$ cat src/rtl/md_scheduler.sv
`default_nettype none
// +--------------------------------------------------------------------------+
// | Module      : md_scheduler                                               |
// | Description : Sequences one MULT/MULTU/DIV/DIVU at a time onto an        |
// |               external fixed-latency multiplier and an external          |
// |               iterative divider. It returns the {HI,LO} result as a      |
// |               one-cycle completion pulse and stalls decode while an      |
// |               operation is in flight.                                    |
// | Revision    : 1.0  initial release                                       |
// +--------------------------------------------------------------------------+
// | Ports                                                                    |
// |   clk, reset          clock, synchronous active-high reset               |
// |   de_mult_en/div_en   multiply / divide decoded this cycle               |
// |   de_is_signed        signed operation                                   |
// |   de_MD_src1/src2     rs / rt operands                                   |
// |   de_hilo_access      MFHI/MFLO/MTHI/MTLO decoded this cycle             |
// |   flush               decode instruction squashed this cycle             |
// |   mul_*               multiplier launch, operands and result             |
// |   div_*               divider launch, operands, done and result          |
// |   md_busy, md_stall   scheduler occupied / decode must hold              |
// |   wb_MD_complete/res  completion pulse and {HI,LO} result                |
// +--------------------------------------------------------------------------+
module md_scheduler #(
  parameter int MUL_LAT = 2
) (
  input  logic        clk,
  input  logic        reset,
  input  logic        de_mult_en,
  input  logic        de_div_en,
  input  logic        de_is_signed,
  input  logic [31:0] de_MD_src1,
  input  logic [31:0] de_MD_src2,
  input  logic        de_hilo_access,
  input  logic        flush,
  output logic        mul_start,
  output logic        mul_signed,
  output logic [31:0] mul_a,
  output logic [31:0] mul_b,
  input  logic [63:0] mul_result,
  output logic        div_start,
  output logic        div_signed,
  output logic [31:0] div_a,
  output logic [31:0] div_b,
  input  logic        div_done,
  input  logic [63:0] div_result,
  output logic        md_busy,
  output logic        md_stall,
  output logic        wb_MD_complete,
  output logic [63:0] wb_MD_result
);

  localparam logic [1:0] c_idle     = 2'd0;
  localparam logic [1:0] c_mul_wait = 2'd1;
  localparam logic [1:0] c_div_wait = 2'd2;
  localparam logic [1:0] c_done     = 2'd3;

  localparam logic [3:0] c_mul_lat  = 4'(MUL_LAT);

  logic [1:0]  r_state;
  logic [1:0]  w_state_next;
  logic [3:0]  r_cnt;
  logic        r_div_issued;
  logic        r_signed;
  logic [31:0] r_src_a;
  logic [31:0] r_src_b;
  logic [63:0] r_result;

  logic        w_accept;
  logic        w_div_by_zero;

  // Flush only blocks a new accept; anything already in flight belongs to an
  // older instruction and runs to completion.
  assign w_accept      = (r_state == c_idle) & (de_mult_en | de_div_en) & ~flush;
  assign w_div_by_zero = (de_MD_src2 == 32'd0);

  // State register
  always_ff @(posedge clk) begin
    if (reset) begin
      r_state <= c_idle;
    end else begin
      r_state <= w_state_next;
    end
  end

  // Next-state logic; mult wins when both enables are high.
  always_comb begin
    w_state_next = r_state;
    case (r_state)
      c_idle: begin
        if (w_accept) begin
          if (de_mult_en) begin
            w_state_next = c_mul_wait;
          end else if (w_div_by_zero) begin
            w_state_next = c_done;
          end else begin
            w_state_next = c_div_wait;
          end
        end
      end
      c_mul_wait: begin
        if (r_cnt == c_mul_lat) begin
          w_state_next = c_done;
        end
      end
      c_div_wait: begin
        if (div_done) begin
          w_state_next = c_done;
        end
      end
      default: begin
        w_state_next = c_idle;
      end
    endcase
  end

  // Operand, counter and result registers
  always_ff @(posedge clk) begin
    if (reset) begin
      r_cnt        <= 4'd0;
      r_div_issued <= 1'b0;
      r_signed     <= 1'b0;
      r_src_a      <= 32'd0;
      r_src_b      <= 32'd0;
      r_result     <= 64'd0;
    end else begin
      if (w_accept) begin
        r_signed     <= de_is_signed;
        r_src_a      <= de_MD_src1;
        r_src_b      <= de_MD_src2;
        r_cnt        <= 4'd0;
        r_div_issued <= 1'b0;
        // Divide by zero never reaches the divider: HI keeps the dividend,
        // LO is all ones.
        if (!de_mult_en && w_div_by_zero) begin
          r_result <= {de_MD_src1, 32'hFFFF_FFFF};
        end
      end
      case (r_state)
        c_mul_wait: begin
          r_cnt <= r_cnt + 4'd1;
          if (r_cnt == c_mul_lat) begin
            r_result <= mul_result;
          end
        end
        c_div_wait: begin
          r_div_issued <= 1'b1;
          if (div_done) begin
            r_result <= {div_result[63:32], div_result[31:0]};
          end
        end
        default: begin
        end
      endcase
    end
  end

  // Output decode; md_stall is the only output with an input path.
  always_comb begin
    mul_start      = (r_state == c_mul_wait) & (r_cnt == 4'd0);
    div_start      = (r_state == c_div_wait) & ~r_div_issued;
    md_busy        = (r_state != c_idle);
    wb_MD_complete = (r_state == c_done);
    // DONE is covered too so a HI/LO access cannot race the completion write.
    md_stall       = (de_mult_en | de_div_en | de_hilo_access) &
                     (r_state != c_idle) & ~reset;
  end

  assign mul_signed   = r_signed;
  assign mul_a        = r_src_a;
  assign mul_b        = r_src_b;
  assign div_signed   = r_signed;
  assign div_a        = r_src_a;
  assign div_b        = r_src_b;
  assign wb_MD_result = r_result;

endmodule
`default_nettype wire

$ cat config.mk
export PLATFORM = sky130hd
export DESIGN_NAME = md_scheduler
export DESIGN_NICKNAME = d
export VERILOG_FILES = /design/src/rtl/md_scheduler.sv
export SDC_FILE = /design/constraint.sdc
export NUM_CORES = 1
export LEC_CHECK = 0
export CAP_MARGIN = 25
export CORE_AREA = 2 2 156 158
export CTS_CLUSTER_SIZE = 8
export DETAILED_ROUTE_END_ITERATION = 12
export DIE_AREA = 0 0 158 160
export SYNTH_ARGS = -nofsm -noshare
export SYNTH_HDL_FRONTEND = slang
export SYNTH_SLANG_ARGS = --single-unit
export TNS_END_PERCENT = 5
$ cat constraint.sdc
create_clock -name clk -period 3.2 [get_ports clk]
set_input_delay 0.96 -clock clk [delete_from_list [all_inputs] [get_ports clk]]
set_output_delay 0.96 -clock clk [all_outputs]
set_load 0.02 [all_outputs]
==> Yosys cells after proc, flatten, opt, wreduce, memory -nomap -nowiden <==
Index checks and enable logic that the tools add are counted.
{ "totals": {"register_bits": 136, "latch_bits": 0, "ram_bits": 0, "rom_bits": 0, "out_inout_bits": 199, "wordCells": 50, "n_memories": 0} }
{ "op_classes": {"n_addsub": 1, "mul": 0, "div_mod_pow": 0, "order_cmp": 0, "n_eq_ne": 7, "n_shift": 0, "n_mux": 15, "bitwise": 11, "n_reduce_logical": 9} }
{ "op_table": {"columns": ["operator", "n"], "rows": [
  ["64-bit two-way mux", 4],
  ["64-bit case mux with 2 select lines", 1],
  ["32-bit zero test", 1],
  ["2-bit two-way mux", 4],
  ["4-bit two-way mux", 2],
  ["1-bit AND", 6],
  ["2-bit != test, second input constant", 3],
  ["2-bit case mux with 3 select lines", 1],
  ["2-bit nonzero test", 3],
  ["4-bit by 1-bit adder with 4-bit output, second input constant", 1],
  ["2-bit equality test, second input constant", 2],
  ["4-bit by 2-bit equality test with 1-bit output, second input constant", 1],
  ["4-bit zero test", 1],
  ["1-bit two-way mux", 3],
  ["1-bit NOT", 3],
  ["3-bit AND reduction", 1],
  ["2-bit by 1-bit equality test with 1-bit output, second input constant", 1],
  ["2-bit zero test", 1],
  ["1-bit OR", 2],
  ["1-bit logical AND", 1],
  ["1-bit zero test", 1]
]} }

==> Longest topological paths before layout <==
{ "depth": {"depth_word": 6, "depth_mapped": 9, "depth_no_buf": 7} }

==> Least setup slack after synthesis <==
Ideal clock, no wire load.
{ "synth_path": {"path_type": "in2out", "start": "in reset", "end": "out md_stall", "arrival_ns": 1.634, "t_required_ns": 2.240, "path_slack_ns": 0.606, "cell_stages": 2, "n_path_buf": 1, "cell_sequence": "clkbuf_1 -> nor3_1"} }
{ "synth_between": {"elab_chain_len": 2} }
{ "synth_rtl": {"columns": ["item", "line", "rtl"], "rows": [
  ["from (decl)", "27", "input logic reset,"],
  ["1-bit NOT", "165", "(r_state != c_idle) & ~reset;"],
  ["1-bit AND", "165", null],
  ["to (decl)", "47", "output logic md_stall,"]
]} }
No other way between the ends.

==> Final worst setup path <==
{ "layout_path": {"start": "in de_mult_en", "end": "out md_stall"} }
{ "layout_between": {"elab_chain_len": 4} }
{ "layout_rtl": {"columns": ["item", "line", "rtl"], "rows": [
  ["from (decl)", "28", "input logic de_mult_en,"],
  ["1-bit OR (2 in a row)", "164", "md_stall = (de_mult_en | de_div_en | de_hilo_access) &"],
  ["1-bit AND", "164", null],
  ["1-bit AND", "165", null]
]} }
No other way between the ends.

==> key figures <==
Run status
  – Outcome: finished clean

Yosys
  – Dominant synthesized flop cell: dfxtp_1
  – Top post-synthesis cells by count: 136 x dfxtp_1, 132 x nand2_1, 73 x a21oi_1
  – Count leader, synth: dfxtp_1
  – Synth area leader: dfxtp_1
  – Fraction of registers with async set or reset after synthesis: 0%
  – Cell count after synthesis: between 700 and 800
  – Share of the synthesized area in the top cell type: 45.4%
  – Synth area leaders: dfxtp_1 45%, nand2_1 8.3%, buf_4 8.1%
  – Sequential area share after synthesis: 45.4%
  – Netlist cell types: 36
  – Synthesized net count: between 900 and 1000
  – Mapped Area: ~6000 um^2
  – Mapped Avg Cell Area: 8.41 um^2
  – Synth Warn #: 0
  – Yosys reg bits: between 100 and 150
  – EDFF count, synth: 0

Drt
  – First DRT Iteration DRCs: 333
  – Vias per cell: roughly 4.6
  – Routed wire length: 23.8 mm
  – Avg WL per Cell: 17.4 um
  – Routed Antenna Nets: 0
  – Residual DRC count: 0
  – Vias: 6316
  – Drt first pass iters: 4

Clocking
  – Num CTS Buffers: 17
  – CTS Hold Buffers Added: 0
  – CTS tree: built
  – Post-CTS Setup Repair Bufs: 0
  – PostCTS Resize Cnt: 1
  – Clock transition at path regs: ~0.060 ns
  – Clk Latency, worst-skew pair: between 0.4 and 0.5 ns
  – Sinks on Clock Net: about 140
  – Buffer depth of the longest clock path: 2
  – CTS HTree Levels: 4
  – Clk root buf: clkbuf_16

Timing
  – WHS: 0.468 ns
  – Final hold vios: 0
  – Peak Freq: 326 MHz
  – RSZ-0062 raised after global routing: no
  – Tmin final: 3.07 ns
  – Final critical-path share of the clock period: 95.8%
  – Pins Over Slew Limit: 0
  – Slew @ Worst Pin: 0.815 ns
  – Clock skew: 0.00935 ns
  – Normalized max-slew margin: 45.6%
  – Final Setup Violations: 0

GRT
  – GRT overflow: 0
  – Largest net degree at the start of global routing: 71
  – Global-route usage over all layers: 18.1%
  – Initial antenna violation count: 0
  – Vias in the first global route: 6191
  – Global-route wire length before repair: 35.0 mm

Cells and area
  – N_diodes: 0
  – Layout cell share with drive strength beyond 1: under 10%
  – Layout area overhead: 73.6%
  – Final net count: 1234
  – Post-Layout Cell Count: 1364
  – Fillers: 2429

Placement
  – GP Congestion: 0.793
  – IO buf count: 398
  – Dpl hpwl: 17.9 mm
  – Inst Count DP: 1332

Critical path
  – Worst R2R Path Depth: 7
  – CP most frequent cell: nor3_1
  – Max incr delay on CP: 0.46 ns
  – CP Class: input pin to output pin
  – CP Data Arrival Time: 2.11 ns
  – FF-to-FF Start: r_cnt[0]
  – Slowest stage cell, crit path: clkdlybuf4s50_1
  – Flop-to-flop setup slack: between 0.8 and 0.9 ns
  – FF-to-FF End: wb_MD_result[51]
  – Req. time, crit path: 2.24 ns
  – Startpoint type of the worst setup path: input pin
  – Cells along the critical path: clkdlybuf4s50_1 > nor3_1 > nor3_1 > dlygate4sd2_1
  – CP endpoint kind: output pin
  – CP max FO: 2

Worst hold path
  – Hold Path Depth: 2
  – Hold path start: div_b[2]
  – Hold endpoint: div_b[2]
  – Hold Path Class: register to register

Floorplanning
  – Boundary Pins: 399
  – Standard-cell rows: 57
  – Die area: between 20000 and 30000 um^2
  – Starting Density: about a quarter
  – Core area: between 20000 and 25000 um^2
  – Die Y: 160 um
  – Die Wd: 158 um

Power and ir drop
  – Total power: 5.97 mW
  – Power Dens Cells: 573 nW/um^2
  – Peak VDD IR: ~0.25 mV
  – Leakage: around 3.6 nW

Flow run
  – Max-Cap Viols: 0
[layout by cell type (no fill, tap or decap), drive strengths merged, types with 3 or more instances in the layout]
cell type	synthesis	routed
nor2	37	37
ha	7	7
a21oi	73	73
clkdlybuf4s50	0	396
dfxtp	136	136
clkinvlp	0	6
a22oi	64	64
nor4	8	8
nor3	3	3
buf	84	18
clkbuf	37	19
nor2b	4	4
inv	6	9
a221o	30	30
mux2i	3	3
o21ai	69	69
nand2	132	132
clkinv	0	3
[logic make-up (layout without fill, tap and decap cells)]
| kind of cell | Yosys count | after routing | synth area share, % |
|---|---|---|---|
| flops | 136 | 136 | 45.4 |
| mux | 3 | 3 | 0.500 |
| simple gates | 198 | 198 | 14.2 |
| buf+inv | 127 | 453 | 12.8 |
| fa+ha+maj | 7 | 7 | 1.46 |
| compound gates | 243 | 243 | 25.7 |
[worst max-delay path by stage]
stage,from,to,slack (ns),depth (start not counted)
6_report,de_mult_en,md_stall,0.13,4
3_5_place_dp,de_MD_src2[2],wb_MD_result[51],-0.11,7
2_1_floorplan,reset,md_stall,0.61,2
5_1_grt,r_state[0],mul_start,0.05,3
4_1_cts,de_mult_en,md_stall,0.15,4
3_3_place_gp,de_mult_en,md_stall,-0.06,4
[flip-flops by register name, summed over array words and instances, names as in the netlist]
register,cells
div_a,32
div_signed,1
r_cnt,4
r_div_issued,1
r_state,2
div_b,32
wb_MD_result,64
[metrics by stage]
step / TNS, ns / area (um^2) / util, % / setup WS, ns
after floorplan: 0 / 6000 / - / 0.606
after global placement: -1.57 / 9870 / 41.4 / -0.0614
after detailed placement: -2.65 / 9870 / 41.4 / -0.108
after CTS: 0 / 10400 / 43.7 / 0.153
after global routing: 0 / 10400 / 43.7 / 0.0519
final: 0 / 10400 / 43.7 / 0.133
[critical path, delay by kind of cell]
family                 cells  cell delay (ns)
buffers and inverters      2             0.78
AND/OR/NAND/NOR            2             0.36
[final cells by class]
cell class / count / area, um^2 / share of cell area [%]
clock buffers: 19 / 433 / 4.15
clock inverters: 13 / 124 / 1.19
inverters: 6 / 22.5 / 0.216
multi-input cells: 451 / 2530 / 24.3
flip-flops and latches: 136 / 2720 / 26.1
well taps: 324 / 405 / 3.89
repair buffers: 415 / 4180 / 40.1
[routing by layer]
layer | wire length, um | global-route usage, % | share of wire [%]
met5 | 0 | 0 | 0
met4 | 412 | 5.57 | 1.7
met3 | 1740 | 4.83 | 7.3
met2 | 12000 | 32.2 | 50
met1 | 9650 | 21.0 | 41
[report_power, final]
part,switching (mW),internal [mW]
clock,0.781,1.08
sequential,0.139,1.86
combinational,1.18,0.940
total,2.10,3.87
No activity file was read; power rests on OpenSTA's default activity.
